--- src/rtl/datapath_sequencer_if.sv ---
// Host-side bundle of the run-control sequencer: command stream, program-word
// stream and the registered instruction-memory write port.
interface datapath_sequencer_if;
  logic        host_cmd_valid;
  logic        host_cmd_ready;
  logic [1:0]  host_cmd;
  logic [31:0] host_cmd_arg;
  logic        load_valid;
  logic        load_ready;
  logic [31:0] load_data;
  logic        imem_we;
  logic [31:0] imem_waddr;
  logic [31:0] imem_wdata;

  modport master (
    output host_cmd_valid, host_cmd, host_cmd_arg, load_valid, load_data,
    input  host_cmd_ready, load_ready, imem_we, imem_waddr, imem_wdata
  );

  modport slave (
    input  host_cmd_valid, host_cmd, host_cmd_arg, load_valid, load_data,
    output host_cmd_ready, load_ready, imem_we, imem_waddr, imem_wdata
  );
endinterface

--- src/rtl/datapath_sequencer.sv ---
// Run-control sequencer: program load, RUN/STEP/HALT control, datapath
// clock-enable/clear generation and cycle accounting.
//
// state  | meaning
// IDLE   | waiting for a command after reset or after a LOAD completes
// LOAD   | accepting N program words into instruction memory
// CLR    | one-cycle datapath clear after a LOAD
// RUN    | datapath advancing while no stop condition holds
// HALTED | stopped on host halt, limit/step or breakpoint
module datapath_sequencer #(
  parameter int IMEM_WORDS = 64,
  parameter int CYCLE_W    = 32
) (
  input  logic               clock,
  input  logic               clear_n,
  datapath_sequencer_if.slave bus,
  output logic               dp_enable,
  output logic               dp_clear,
  input  logic [31:0]        pc,
  input  logic               bkpt_en,
  input  logic [31:0]        bkpt_pc,
  output logic [2:0]         state,
  output logic [1:0]         halt_reason,
  output logic               done,
  output logic               cmd_err,
  output logic [CYCLE_W-1:0] cycle_count
);

  localparam logic [2:0] S_IDLE   = 3'd0;
  localparam logic [2:0] S_LOAD   = 3'd1;
  localparam logic [2:0] S_CLR    = 3'd2;
  localparam logic [2:0] S_RUN    = 3'd3;
  localparam logic [2:0] S_HALTED = 3'd4;

  localparam logic [1:0] C_LOAD = 2'd0;
  localparam logic [1:0] C_RUN  = 2'd1;
  localparam logic [1:0] C_STEP = 2'd2;
  localparam logic [1:0] C_HALT = 2'd3;

  localparam logic [1:0] R_NONE  = 2'd0;
  localparam logic [1:0] R_HOST  = 2'd1;
  localparam logic [1:0] R_LIMIT = 2'd2;
  localparam logic [1:0] R_BKPT  = 2'd3;

  localparam int IDX_W = $clog2(IMEM_WORDS + 1);

  logic [2:0]         r_state;
  logic [1:0]         r_reason;
  logic               r_done;
  logic               r_cmd_err;
  logic               r_imem_we;
  logic [31:0]        r_imem_waddr;
  logic [31:0]        r_imem_wdata;
  logic [IDX_W-1:0]   r_idx;
  logic [IDX_W-1:0]   r_load_n;
  logic [CYCLE_W-1:0] r_limit;
  logic [CYCLE_W-1:0] r_run_count;
  logic [CYCLE_W-1:0] r_cycle_count;
  logic               r_first;
  logic               r_step;

  logic               w_cmd_ready;
  logic               w_cmd_fire;
  logic               w_load_fire;
  logic               w_halt_req;
  logic               w_lim_hit;
  logic               w_bkpt_hit;
  logic               w_stop;
  logic [1:0]         w_stop_reason;
  logic               w_enable;
  logic [CYCLE_W-1:0] w_run_next;
  logic               w_last;
  logic [CYCLE_W-1:0] w_arg_cyc;
  logic               w_load_bad;
  logic [CYCLE_W-1:0] w_cc_next;

  assign w_cmd_ready = clear_n &&
                       ((r_state == S_IDLE) || (r_state == S_RUN) || (r_state == S_HALTED));
  assign w_cmd_fire  = bus.host_cmd_valid && w_cmd_ready;
  assign w_load_fire = (r_state == S_LOAD) && bus.load_valid;
  assign w_arg_cyc   = CYCLE_W'(bus.host_cmd_arg);
  assign w_load_bad  = bus.host_cmd_arg > 32'(IMEM_WORDS);

  assign w_halt_req  = (r_state == S_RUN) && w_cmd_fire && (bus.host_cmd == C_HALT);
  assign w_lim_hit   = (r_limit != '0) && (r_run_count == r_limit);
  // STEP ignores the breakpoint; first suppresses a re-hit on resume.
  assign w_bkpt_hit  = bkpt_en && !r_step && (pc == bkpt_pc) && !r_first;
  assign w_stop      = (r_state == S_RUN) && (w_halt_req || w_lim_hit || w_bkpt_hit);
  assign w_enable    = (r_state == S_RUN) && !w_stop;

  always_comb begin
    w_stop_reason = R_NONE;
    if (w_halt_req)      w_stop_reason = R_HOST;
    else if (w_lim_hit)  w_stop_reason = R_LIMIT;
    else if (w_bkpt_hit) w_stop_reason = R_BKPT;
  end

  // Leaving RUN on the Mth enable avoids an idle RUN cycle before HALTED.
  assign w_run_next = r_run_count + CYCLE_W'(1);
  assign w_last     = w_enable && (r_limit != '0) && (w_run_next == r_limit);
  assign w_cc_next  = (&r_cycle_count) ? r_cycle_count : r_cycle_count + CYCLE_W'(1);

  always_ff @(posedge clock or negedge clear_n) begin
    if (!clear_n) begin
      r_state       <= S_IDLE;
      r_reason      <= R_NONE;
      r_done        <= 1'b0;
      r_cmd_err     <= 1'b0;
      r_imem_we     <= 1'b0;
      r_imem_waddr  <= '0;
      r_imem_wdata  <= '0;
      r_idx         <= '0;
      r_load_n      <= '0;
      r_limit       <= '0;
      r_run_count   <= '0;
      r_cycle_count <= '0;
      r_first       <= 1'b0;
      r_step        <= 1'b0;
    end else begin
      r_done    <= 1'b0;
      r_cmd_err <= 1'b0;
      r_imem_we <= 1'b0;
      case (r_state)
        S_IDLE, S_HALTED: begin
          if (w_cmd_fire) begin
            case (bus.host_cmd)
              C_LOAD: begin
                if (bus.host_cmd_arg == 32'd0) begin
                  r_done <= 1'b1;
                end else if (w_load_bad) begin
                  r_cmd_err <= 1'b1;
                end else begin
                  r_state  <= S_LOAD;
                  r_idx    <= '0;
                  r_load_n <= IDX_W'(bus.host_cmd_arg);
                end
              end
              C_RUN: begin
                r_state     <= S_RUN;
                r_limit     <= w_arg_cyc;
                r_run_count <= '0;
                r_first     <= 1'b1;
                r_step      <= 1'b0;
              end
              C_STEP: begin
                r_state     <= S_RUN;
                r_limit     <= CYCLE_W'(1);
                r_run_count <= '0;
                r_first     <= 1'b1;
                r_step      <= 1'b1;
              end
              default: ;
            endcase
          end
        end
        S_LOAD: begin
          if (w_load_fire) begin
            r_imem_we    <= 1'b1;
            r_imem_waddr <= 32'(r_idx) << 2;
            r_imem_wdata <= bus.load_data;
            r_idx        <= r_idx + IDX_W'(1);
            if (r_idx == r_load_n - IDX_W'(1)) r_state <= S_CLR;
          end
        end
        S_CLR: begin
          r_cycle_count <= '0;
          r_reason      <= R_NONE;
          r_done        <= 1'b1;
          r_state       <= S_IDLE;
        end
        S_RUN: begin
          if (w_cmd_fire && (bus.host_cmd != C_HALT)) r_cmd_err <= 1'b1;
          if (w_enable) begin
            r_run_count   <= w_run_next;
            r_cycle_count <= w_cc_next;
            r_first       <= 1'b0;
          end
          if (w_stop) begin
            r_state  <= S_HALTED;
            r_reason <= w_stop_reason;
            r_done   <= 1'b1;
          end else if (w_last) begin
            r_state  <= S_HALTED;
            r_reason <= R_LIMIT;
            r_done   <= 1'b1;
          end
        end
        default: r_state <= S_IDLE;
      endcase
    end
  end

  assign bus.host_cmd_ready = w_cmd_ready;
  assign bus.load_ready     = (r_state == S_LOAD);
  assign bus.imem_we        = r_imem_we;
  assign bus.imem_waddr     = r_imem_waddr;
  assign bus.imem_wdata     = r_imem_wdata;

  assign dp_enable   = w_enable;
  assign dp_clear    = (r_state == S_CLR);
  assign state       = r_state;
  assign halt_reason = r_reason;
  assign done        = r_done;
  assign cmd_err     = r_cmd_err;
  assign cycle_count = r_cycle_count;

endmodule
--- src/flat_wrapper.sv ---
// flat-port wrapper written by rule: the top's interface ports become plain ports
module datapath_sequencer_flat 
#(
  parameter int IMEM_WORDS = 64,
  parameter int CYCLE_W    = 32
)
  (clock, clear_n, dp_enable, dp_clear, pc, bkpt_en, bkpt_pc, state, halt_reason, done, cmd_err, cycle_count, bus_host_cmd_valid, bus_host_cmd, bus_host_cmd_arg, bus_load_valid, bus_load_data, bus_host_cmd_ready, bus_load_ready, bus_imem_we, bus_imem_waddr, bus_imem_wdata);
  datapath_sequencer_if bus_i ();
  input  logic clock;
  input  logic clear_n;
  output logic dp_enable;
  output logic dp_clear;
  input  logic [31:0] pc;
  input  logic bkpt_en;
  input  logic [31:0] bkpt_pc;
  output logic [2:0] state;
  output logic [1:0] halt_reason;
  output logic done;
  output logic cmd_err;
  output logic [CYCLE_W-1:0] cycle_count;
  input wire logic [$bits(bus_i.host_cmd_valid)-1:0] bus_host_cmd_valid;
  input wire logic [$bits(bus_i.host_cmd)-1:0] bus_host_cmd;
  input wire logic [$bits(bus_i.host_cmd_arg)-1:0] bus_host_cmd_arg;
  input wire logic [$bits(bus_i.load_valid)-1:0] bus_load_valid;
  input wire logic [$bits(bus_i.load_data)-1:0] bus_load_data;
  output wire logic [$bits(bus_i.host_cmd_ready)-1:0] bus_host_cmd_ready;
  output wire logic [$bits(bus_i.load_ready)-1:0] bus_load_ready;
  output wire logic [$bits(bus_i.imem_we)-1:0] bus_imem_we;
  output wire logic [$bits(bus_i.imem_waddr)-1:0] bus_imem_waddr;
  output wire logic [$bits(bus_i.imem_wdata)-1:0] bus_imem_wdata;
  assign bus_i.host_cmd_valid = bus_host_cmd_valid;
  assign bus_i.host_cmd = bus_host_cmd;
  assign bus_i.host_cmd_arg = bus_host_cmd_arg;
  assign bus_i.load_valid = bus_load_valid;
  assign bus_i.load_data = bus_load_data;
  assign bus_host_cmd_ready = bus_i.host_cmd_ready;
  assign bus_load_ready = bus_i.load_ready;
  assign bus_imem_we = bus_i.imem_we;
  assign bus_imem_waddr = bus_i.imem_waddr;
  assign bus_imem_wdata = bus_i.imem_wdata;
  datapath_sequencer #(.IMEM_WORDS(IMEM_WORDS), .CYCLE_W(CYCLE_W)) u_core (.clock(clock), .clear_n(clear_n), .bus(bus_i), .dp_enable(dp_enable), .dp_clear(dp_clear), .pc(pc), .bkpt_en(bkpt_en), .bkpt_pc(bkpt_pc), .state(state), .halt_reason(halt_reason), .done(done), .cmd_err(cmd_err), .cycle_count(cycle_count));
endmodule
--- config.mk ---
export PLATFORM = sky130hd
export DESIGN_NAME = datapath_sequencer_flat
export DESIGN_NICKNAME = d
export VERILOG_FILES = /design/src/rtl/datapath_sequencer_if.sv /design/src/rtl/datapath_sequencer.sv /design/src/flat_wrapper.sv
export SDC_FILE = /design/constraint.sdc
export NUM_CORES = 1
export LEC_CHECK = 0
export CAP_MARGIN = 20
export CORE_MARGIN = 3
export CORE_UTILIZATION = 45
export CTS_CLUSTER_DIAMETER = 100
export DETAILED_ROUTE_END_ITERATION = 8
export GPL_TIMING_DRIVEN = 0
export PLACE_DENSITY_LB_ADDON = 0.2
export SYNTH_ARGS = -nofsm -noshare
export SYNTH_HDL_FRONTEND = slang
export SYNTH_SLANG_ARGS = --single-unit
export TNS_END_PERCENT = 1
--- constraint.sdc ---
create_clock -name clock -period 2.8 [get_ports clock]
set_input_delay 0.28 -clock clock [delete_from_list [all_inputs] [get_ports clock]]
set_output_delay 0.28 -clock clock [all_outputs]
set_load 0.1 [all_outputs]
# [Yosys cells after proc, flatten, opt, wreduce, memory -nomap -nowiden]
# Index checks and enable logic that the tools add are counted.
[word_totals] rom_bits=0 in_bits=135 ram_bits=0 out_inout_bits=108 n_memories=0 latchBits=0 regBits=159 word_cells=134
[op_classes] order_cmp=1 reduce_logical=40 multipliers=0 muxes=48 n_bitwise=2 shift=0 n_addsub=4 n_eq_ne=25 n_div=0
[op_table] op="$pmux W32 S2" n=3
[op_table] op="$mux W32" n=5
[op_table] op="$eq A32 B32 Y1" n=3
[op_table] op="$add A32 B1 Y32 const B" n=2
[op_table] op="$mux W7" n=5
[op_table] op="$gt A32 B7 Y1 const B" n=1
[op_table] op="$logic_not A32 Y1" n=1
[op_table] op="$reduce_and A32 Y1" n=1
[op_table] op="$reduce_bool A32 Y1" n=1
[op_table] op="$mux W3" n=7
[op_table] op="$mux W1" n=15
[op_table] op="$logic_and A1 B1 Y1" n=14
[op_table] op="$pmux W7 S2" n=1
[op_table] op="$ne A2 B2 Y1 const B" n=6
[op_table] op="$mux W2" n=5
[op_table] op="$ne A3 B3 Y1 const B" n=3
[op_table] op="$pmux W3 S3" n=1
[op_table] op="$ne A2 B1 Y1 const B" n=4
[op_table] op="$reduce_bool A2 Y1" n=4
[op_table] op="$add A7 B1 Y7 const B" n=1
[op_table] op="$eq A7 B7 Y1" n=1
[op_table] op="$reduce_and A7 Y1" n=1
[op_table] op="$sub A7 B1 Y7 const B" n=1
[op_table] op="$eq A3 B2 Y1 const B" n=2
[op_table] op="other kinds (20)" n=32

# [Longest topological paths before layout]
# Gate-level depths: netlist of run 1.
[depth] word_depth=17 ltp_mapped=12 depth_no_buf=10

# [Least setup slack after synthesis of run 1]
# No wires, ideal clock.
[synth_timing] path_type="reg-to-reg" startpoint="reg u_core.r_state[1], in the netlist u_core.state[1]" endpoint="reg u_core.r_run_count[12]" required_ps=2668 path_buffers=1 path_slack_ps=-891 stages_incl_launch_ff=9 period_less_slack_ps=3691 setup_time_ps=132 arrival_ps=3559 path_cell_list="dfrtp_1 -> nor2b_1 -> nand2_1 -> or4_1 -> inv_1 -> clkbuf_1 -> nand2_1 -> xor2_1 -> nor2_1"
[synth_between] elab_chain_cells=14 word_cells_on_any_way=21 cone_classes="5 x eq/ne; 1 x mux; 15 x reduce/logical"
[synth_rtl] item="start: declaration" line_no="datapath_sequencer.sv:47" source="logic [2:0] r_state;"
[synth_rtl] item="start signal: assignment" line_no="datapath_sequencer.sv:105" source="r_state <= S_IDLE;"
[synth_rtl] item="start signal: assignment" line_no="datapath_sequencer.sv:133" source="r_state <= S_LOAD;"
[synth_rtl] item="start signal: assignment" line_no="datapath_sequencer.sv:139" source="r_state <= S_RUN;"
[synth_rtl] item="$eq A3 B2 Y1 / $logic_not A3 Y1 (equally long branches)"
[synth_rtl] item="$logic_or A1 B1 Y1 (2 in series)" line_no="datapath_sequencer.sv:78" source="((r_state == S_IDLE) || (r_state == S_RUN) || (r_state == S_HALTED));"
[synth_rtl] item="$logic_and A1 B1 Y1" line_no="datapath_sequencer.sv:77" source="assign w_cmd_ready = clear_n &&"
[synth_rtl] item="$logic_and A1 B1 Y1" line_no="datapath_sequencer.sv:79" source="assign w_cmd_fire = bus.host_cmd_valid && w_cmd_ready;"
[synth_rtl] item="$logic_and A1 B1 Y1 (2 in series)" line_no="datapath_sequencer.sv:84" source="assign w_halt_req = (r_state == S_RUN) && w_cmd_fire && (bus.host_cmd == C_HALT);"
[synth_rtl] item="$logic_or A1 B1 Y1 (2 in series)" line_no="datapath_sequencer.sv:88" source="assign w_stop = (r_state == S_RUN) && (w_halt_req || w_lim_hit || w_bkpt_hit);"
[synth_rtl] item="$logic_and A1 B1 Y1" line_no="datapath_sequencer.sv:88"
[synth_rtl] item="$logic_not A1 Y1" line_no="datapath_sequencer.sv:89" source="assign w_enable = (r_state == S_RUN) && !w_stop;"
[synth_rtl] item="$logic_and A1 B1 Y1 (*)" line_no="datapath_sequencer.sv:89"
[synth_rtl] item="via dp_enable" line_no="flat_wrapper.sv:11" source="output logic dp_enable;"
[synth_rtl] item="$ne A2 B1 Y1 (no source line) (*)"
[synth_rtl] item="$reduce_and A4 Y1 (no source line) (*)"
[synth_rtl] item="end signal: assignment" line_no="datapath_sequencer.sv:174" source="r_run_count <= w_run_next;"
[synth_rtl] item="end: declaration" line_no="datapath_sequencer.sv:57" source="logic [CYCLE_W-1:0] r_run_count;"
# Mark *: on every way through the listed nets, which the timed path passes. The rest lies on a longest branch.
# A chain may end at the register's enable or synchronous reset.

# [Worst setup path in the final report of run 1]
[layout_timing] startpoint="reg u_core.r_limit[0]" endpoint="out dp_enable"
[layout_between] elab_chain_cells=7 word_cells_on_any_way=8 cone_classes="1 x eq/ne; 7 x reduce/logical"
[layout_rtl] item="start: declaration" line_no="datapath_sequencer.sv:56" source="logic [CYCLE_W-1:0] r_limit;"
[layout_rtl] item="start signal: assignment" line_no="datapath_sequencer.sv:140" source="r_limit <= w_arg_cyc;"
[layout_rtl] item="$eq A32 B32 Y1 / $reduce_bool A32 Y1 (equally long branches)" line_no="datapath_sequencer.sv:85" source="assign w_lim_hit = (r_limit != '0) && (r_run_count == r_limit);"
[layout_rtl] item="$logic_and A1 B1 Y1 (*)" line_no="datapath_sequencer.sv:85"
[layout_rtl] item="$logic_or A1 B1 Y1 (*) (2 in series)" line_no="datapath_sequencer.sv:88"
[layout_rtl] item="$logic_and A1 B1 Y1 (*)" line_no="datapath_sequencer.sv:88"
[layout_rtl] item="$logic_not A1 Y1 (*)" line_no="datapath_sequencer.sv:89"
[layout_rtl] item="$logic_and A1 B1 Y1 (*)" line_no="datapath_sequencer.sv:89"
[layout_rtl] item="end: declaration" line_no="flat_wrapper.sv:11"
# Mark *: on every way between the ends. The rest lies on a longest branch, timed or not.

==> impl_metrics.json, run 1 <==
{
  "gp_congestion": 0.941,
  "status": "finished with violations",
  "worstSetupPathType": "flop to primary output",
  "syn_inst": 1052,
  "synthFlopType": "dfrtp_1",
  "skew_ps": 10.1,
  "setup_ws_ps": -219,
  "die_w_um": 148,
  "grt_max_degree": 91,
  "yosys.area_share.simple_pct": 29.9,
  "vdd_drop_max_uv": 1010,
  "worstReg2RegStart": "u_core.r_limit[0]$_DFFE_PN0P_",
  "hp-class": "primary input to async pin",
  "synth_top_family_by_area": "simple AND/OR/NAND/NOR gates",
  "dr.pass1.iters": 7,
  "die_y_um": 148,
  "synth_top_area_cell": "dfrtp_1",
  "power_density_mw_per_mm2": 952,
  "slew_violations": 0,
  "synth_edf_count": 0,
  "slew_headroom_pct": 30.4,
  "cp-end-kind": "primary output",
  "multi_input_area_sq_mm": 0.00499,
  "synth_mux_area_share_pct": 0.841,
  "reg2reg_depth": 11,
  "num_vias": 8464,
  "area_growth_pct": 42.0,
  "cp.arrival_ps": 2740,
  "wire_per_inst_um": 16.6,
  "netlist_area_sq_mm": 0.00907,
  "power_mw": 12.3,
  "synth-warning-count": 0,
  "dieArea_sq_mm": 0.0219,
  "cellLeakagePower_nw": 5.82,
  "fin_crit_ps": 3020,
  "first_global_vias": 8070,
  "hold_buffers": 3,
  "fill_cells": 1626,
  "core_area_sq_mm": 0.0197,
  "yosysTopAreaCellShare_pct": 43.8,
  "finalCritPeriodShare_pct": 108,
  "max_freq_ghz": 0.331,
  "clk-insertion-delay-late_ps": 430,
  "antenna_found_initial": 0,
  "clkTransAtPathRegs_ps": 70,
  "antenna_cells": 0,
  "layout-drive-gt1-share_pct": 13.4,
  "synth_area_per_cell_sq_um": 8.63,
  "violations": "negative hold slack, negative setup slack",
  "worst_pin_slew_ps": 1040,
  "wl_mm": 26.8,
  "drt-initial-drc-count": 480,
  "final_antenna_net_count": 0,
  "synth_fa_ha_area_share_pct": 0.965,
  "whs_ps": -135,
  "ys_types": 60,
  "cp_max_fo": 10,
  "synth_common_cells": "248 x nand2_1, 159 x dfrtp_1, 96 x nor2_1",
  "startpoint_type": "flop",
  "drv_cap": 0,
  "rsz0062_at_grt": "yes",
  "root_buffer": "clkbuf_16",
  "synth_xor_area_share_pct": 12.6,
  "cts_max_path_buffers": 2,
  "htreeDepth": 4,
  "postLayoutCoreUtil_pct": 65.6,
  "reg2reg_slack_ps": -190,
  "dp_hpwl_mm": 20.0,
  "synth_seq_cells": 159,
  "synthTopCellsByArea": "dfrtp_1 44%, nand2_1 10%, xor2_1 8.6%",
  "hold_viol": 87,
  "slowest_delay_ps": 450,
  "numCtsBuffers": 17,
  "cts.sinks": 159,
  "start_util_pct": 46.2,
  "grt.overflow.total": 0,
  "worst_path_max_delay_cell": "or4_4",
  "grt_use_total_pct": 23.9,
  "synth-async-reset-ratio_pct": 100,
  "drc": 0,
  "crit_chain": "nor4_2 > nand4_1 > o2111ai_2 > nor4_4 > or4_4 > inv_4 > buf_8 > buf_12",
  "placementRows": 51,
  "critPathRequiredTime_ps": 2520,
  "synth_compound_area_share_pct": 6.73,
  "setup_viol": 27,
  "layout.area.seq_sq_mm": 0.00402,
  "io_pins": 243,
  "grt_pass1_wl_mm": 42.2,
  "viasPerCell": 5.25,
  "synth_seq_area_share_pct": 43.8,
  "fin_nets": 1477,
  "placement.io_buffers": 217,
  "r2r-end": "u_core.cycle_count[29]$_DFFE_PN0P_",
  "synth.most_common_cell": "nand2_1",
  "tritoncts": "built"
}
## flip-flops by register name (all words and copies together) (netlist names)
signal and count:
u_core.bus.imem_wdata 32, u_core.bus.imem_waddr 7, u_core.state 3, u_core.cycle_count 32
u_core.r_load_n 7, u_core.r_run_count 32, u_core.halt_reason 2, u_core.r_idx 7
u_core.r_limit 32, u_core.r_first 1, u_core.cmd_err 1, u_core.bus.imem_we 1
u_core.done 1, u_core.r_step 1
## layout make-up
class / count / area share, %
Inverter: 18 / 0.544
Multi-Input combinational cell: 826 / 38.7
Tap cell: 265 / 2.57
Timing Repair Buffer: 240 / 18.8
Buffer: 73 / 3.35
Clock inverter: 14 / 1.57
Sequential cell: 159 / 31.2
Clock buffer: 18 / 3.33
## critical path: cells and delay by family, from the launching register on
family	cells	cell delay (ps)
compound gates	1	320
simple gates	4	1120
flops	1	430
buf+inv	3	420
## routing by layer
layer	share of wire (%)	wire [um]	global-route usage, %
met3	8.0	2130	5.89
met5	0	0	0
met4	1.6	430	6.47
met2	47	12600	39.3
met1	43	11600	31.9
## per-stage QoR
stage / hold slack (ps) / setup TNS (ps) / worst slack, ps / instance area, sq um / std cells
final: -135 / -3120 / -219 / 12900 / 1613
after global routing: -93.9 / -10280 / -375 / 12900 / 1613
after CTS: -109 / -195 / -145 / 12700 / 1599
after detailed placement: 303 / -49280 / -1520 / 11700 / 1559
after global placement: 457 / -1562230 / -6910 / 11700 / 1558
after floorplan: -15.6 / -613 / -51.3 / 9210 / 1076
## layout by cell type, fill, tap and decap left out, types with 17 or more instances in the layout
cell             Yosys  layout
xnor2_1             42      39
nand2_1            248     248
buf_4               25      44
nor4_1              33      19
dfrtp_2              0      26
clkbuf_16            0      17
o21ai_0             40      40
xor2_1              89      89
nor2_1              96      95
clkbuf_1            30      25
nand3_1             39      39
nand3b_1            32      32
dfrtp_1            159     132
clkdlybuf4s50_1      0     212
conb_1               1      25
nand4_1             31      31
## how the worst max path moves through the flow
stage	from	to	slack, ps	depth (start not counted)
final	u_core.r_limit[0]$_DFFE_PN0P_	dp_enable	-220	8
after global routing	u_core.r_limit[1]$_DFFE_PN0P_	u_core.cycle_count[29]$_DFFE_PN0P_	-380	11
after CTS	u_core.r_limit[22]$_DFFE_PN0P_	dp_enable	-150	8
after detailed placement	bkpt_pc[16]	dp_enable	-1520	9
after global placement	clear_n	dp_enable	-6910	7
after floorplan	u_core.cycle_count[10]$_DFFE_PN0P_	u_core.cycle_count[30]$_DFFE_PN0P_	-50	10
## power by group
part | internal (mW) | switching, mW
sequential | 2.90 | 0.584
clock | 1.51 | 1.02
combinational | 1.85 | 4.40
## cells by family (layout without fill, tap and decap cells)
group / count (synthesis) / after routing
flip-flops: 159 / 159
AO/OA/AOI/OAI: 96 / 96
XOR/XNOR: 131 / 131
adder cells (fa/ha/maj): 7 / 7
buffers and inverters: 91 / 363
AND/OR/NAND/NOR: 560 / 560
multiplexers: 7 / 7
other: 1 / 25
## repair_timing
item / 4_1_cts / 5_1_grt
gates resized for setup: 57 / 33
hold endpoints to repair: 72 / 87
gates cloned: 0 / 1
pin swaps: 7 / 11
setup buffers: 5 / 13
setup endpoints to repair: 103 / 98
Power figures use the tool's default switching activity.
==> run 2, diff against run 1 <==
--- a/config.mk
+++ b/config.mk
@@ -6,12 +6,13 @@
 export NUM_CORES = 1
 export LEC_CHECK = 0
 export CAP_MARGIN = 20
-export CORE_MARGIN = 3
+export CORE_MARGIN = 4
 export CORE_UTILIZATION = 45
-export CTS_CLUSTER_DIAMETER = 100
+export CTS_CLUSTER_DIAMETER = 50
 export DETAILED_ROUTE_END_ITERATION = 8
 export GPL_TIMING_DRIVEN = 0
 export PLACE_DENSITY_LB_ADDON = 0.2
+export SKIP_CTS_REPAIR_TIMING = 1
 export SYNTH_ARGS = -nofsm -noshare
 export SYNTH_HDL_FRONTEND = slang
 export SYNTH_SLANG_ARGS = --single-unit
==> run 2 against run 1 <==
Compared with the run above: the run ends with negative setup slack left; total power down 0.57%; routed wire length up 2.0%; critical path depth unchanged; register-to-register slack better by 110 ps; clock skew up 1.9 ps; design area up 0.24%; clock power about the same; via count up 1.2%; largest cell class unchanged.
==> impl_metrics.json, run 2 (same netlist as run 1, synthesis figures left out) <==
{
  "status": "finished with violations",
  "violations": "negative setup slack",
  "cts.sinks": 159,
  "start_util_pct": 46.2,
  "root_buffer": "clkbuf_16",
  "htreeDepth": 4,
  "slew_violations": 0,
  "vdd_drop_max_uv": 917,
  "startpoint": "u_core.r_limit[13]$_DFFE_PN0P_",
  "fin_crit_ps": 3010,
  "hold_viol": 0,
  "antenna_found_initial": 1,
  "cpMostUsedCell": "buf_12",
  "drc": 0,
  "wire_per_inst_um": 17.0,
  "startpoint_type": "flop",
  "max_freq_ghz": 0.333,
  "die_y_um": 150,
  "cp_num_buf_inv": 3,
  "worst_pin_slew_ps": 1040,
  "area_growth_pct": 42.4,
  "slowest_delay_ps": 540,
  "setup_viol": 20,
  "cellLeakagePower_nw": 5.80,
  "clkTransAtPathRegs_ps": 70,
  "grt_max_degree": 116,
  "grt_pass1_wl_mm": 42.3,
  "reg2reg_slack_ps": -80,
  "placementRows": 51,
  "antenna_cells": 0,
  "fin_cells": 1609,
  "fill_cells": 1627,
  "crit_chain": "nor4_2 > nand4_1 > o2111ai_2 > nor4_4 > or4_4 > clkinvlp_4 > buf_12 > buf_12",
  "layout-drive-gt1-share_pct": 13.6,
  "finalCritPeriodShare_pct": 107,
  "first_global_vias": 8210,
  "fin_nets": 1474,
  "grt_use_total_pct": 23.4,
  "final_cell_mix": "248 x nand2_1, 212 x clkdlybuf4s50_1, 130 x dfrtp_1",
  "hp-class": "primary input to flop",
  "skew_ps": 12.0,
  "cp_max_fo": 4,
  "drt-initial-drc-count": 632,
  "dieArea_sq_mm": 0.0225,
  "clk-insertion-delay-late_ps": 420,
  "final_common_cell": "nand2_1",
  "cts_max_path_buffers": 2,
  "whs_path_depth": 3,
  "drv_cap": 0,
  "worst_path_max_delay_cell": "or4_4",
  "reg2reg_depth": 11,
  "core_area_sq_mm": 0.0197,
  "viasPerCell": 5.32,
  "worstReg2RegStart": "u_core.r_limit[13]$_DFFE_PN0P_",
  "rsz0062_at_grt": "yes",
  "grt.overflow.total": 0,
  "hp-start": "bus_load_data[17]",
  "num_vias": 8564,
  "power_density_mw_per_mm2": 944,
  "critPathRequiredTime_ps": 2520,
  "setup_ws_ps": -206,
  "wl_mm": 27.3,
  "placement.io_buffers": 217,
  "cp-end-kind": "primary output",
  "crit_family": "simple AND/OR/NAND/NOR gates",
  "slew_headroom_pct": 30.5,
  "tritoncts": "built",
  "gp_congestion": 0.969,
  "final_antenna_net_count": 0,
  "io_pins": 243,
  "die_w_um": 150,
  "postLayoutCoreUtil_pct": 65.7,
  "dp_hpwl_mm": 20.1,
  "numCtsBuffers": 17,
  "dr.pass1.iters": 5,
  "worstSetupPathType": "flop to primary output",
  "setup_tns_ps": -789,
  "cp.depth": 8,
  "cp.arrival_ps": 2730,
  "dp_cells": 1559
}
## run 2: cell types whose count changed in the layout (fill, tap and decap cells not counted), sizes merged
cell           previous run  this run
inv                      24        20
clkbuf                   53        50
buf                      63        65
clkdlybuf4s15             2         0
clkinv                    1         2
clkinvlp                  3         4
dlygate4sd3               1         2
## run 2: worst register-to-register path, stage by stage, from the launching register on
cell	delay [ps]
dfrtp_2	430
nor4_2	300
nand4_1	250
o2111ai_2	300
nor4_4	70
or3_1	300
buf_2	190
a2111oi_4	400
buf_6	200
nand3_1	100
xor2_1	150
nor2_1	50
## run 2: power by group
part / total (mW) / switching [mW] / internal [mW]
registers: 3.49 / 0.587 / 2.90
logic: 6.20 / 4.38 / 1.82
clock network: 2.50 / 0.983 / 1.52
total: 12.2 / 5.95 / 6.24
## run 2: routing by layer
layer,GRT usage (%),vias to the layer above,share of wire (%)
li1,-,4081,-
met1,30.5,4062,41
met2,39.0,369,47
met3,6.57,50,9.5
met4,5.40,2,2.5
met5,0,-,0.044
## run 2: path summary, 6_finish.rpt
path / end
worst min register to register: u_core.bus.imem_wdata[6]$_DFFE_PN0P_
worst max register to register: u_core.cycle_count[11]$_DFFE_PN0P_
worst max-delay path: dp_enable
max in group asynchronous: u_core.bus.imem_wdata[0]$_DFFE_PN0P_
min in group asynchronous: u_core.r_run_count[29]$_DFFE_PN0P_
worst min-delay path: u_core.bus.imem_wdata[17]$_DFFE_PN0P_
## run 2: area by class of cell
class	instances	area (sq um)	area share [%]
buffer	71	420	3.25
clock buffer	19	443	3.43
clock inverter	12	183	1.41
inverter	18	71.3	0.552
multi-input combinational	826	5000	38.7
sequential	159	4020	31.1
tap	265	332	2.57
timing repair buffer	239	2450	19.0
## run 2: per-stage QoR
step | hold WS (ps) | instance area (sq um) | setup WS (ps) | power (mW)
final | 376 | 12900 | -206 | 12.2
after CTS | -245 | 12400 | -1610 | 11.8
after detailed placement | 204 | 11700 | -1390 | 9.30
after global placement | 458 | 11700 | -6740 | 9.23
after global routing | 374 | 12900 | -277 | 12.8
after floorplan | -15.6 | 9210 | -51.3 | 7.68
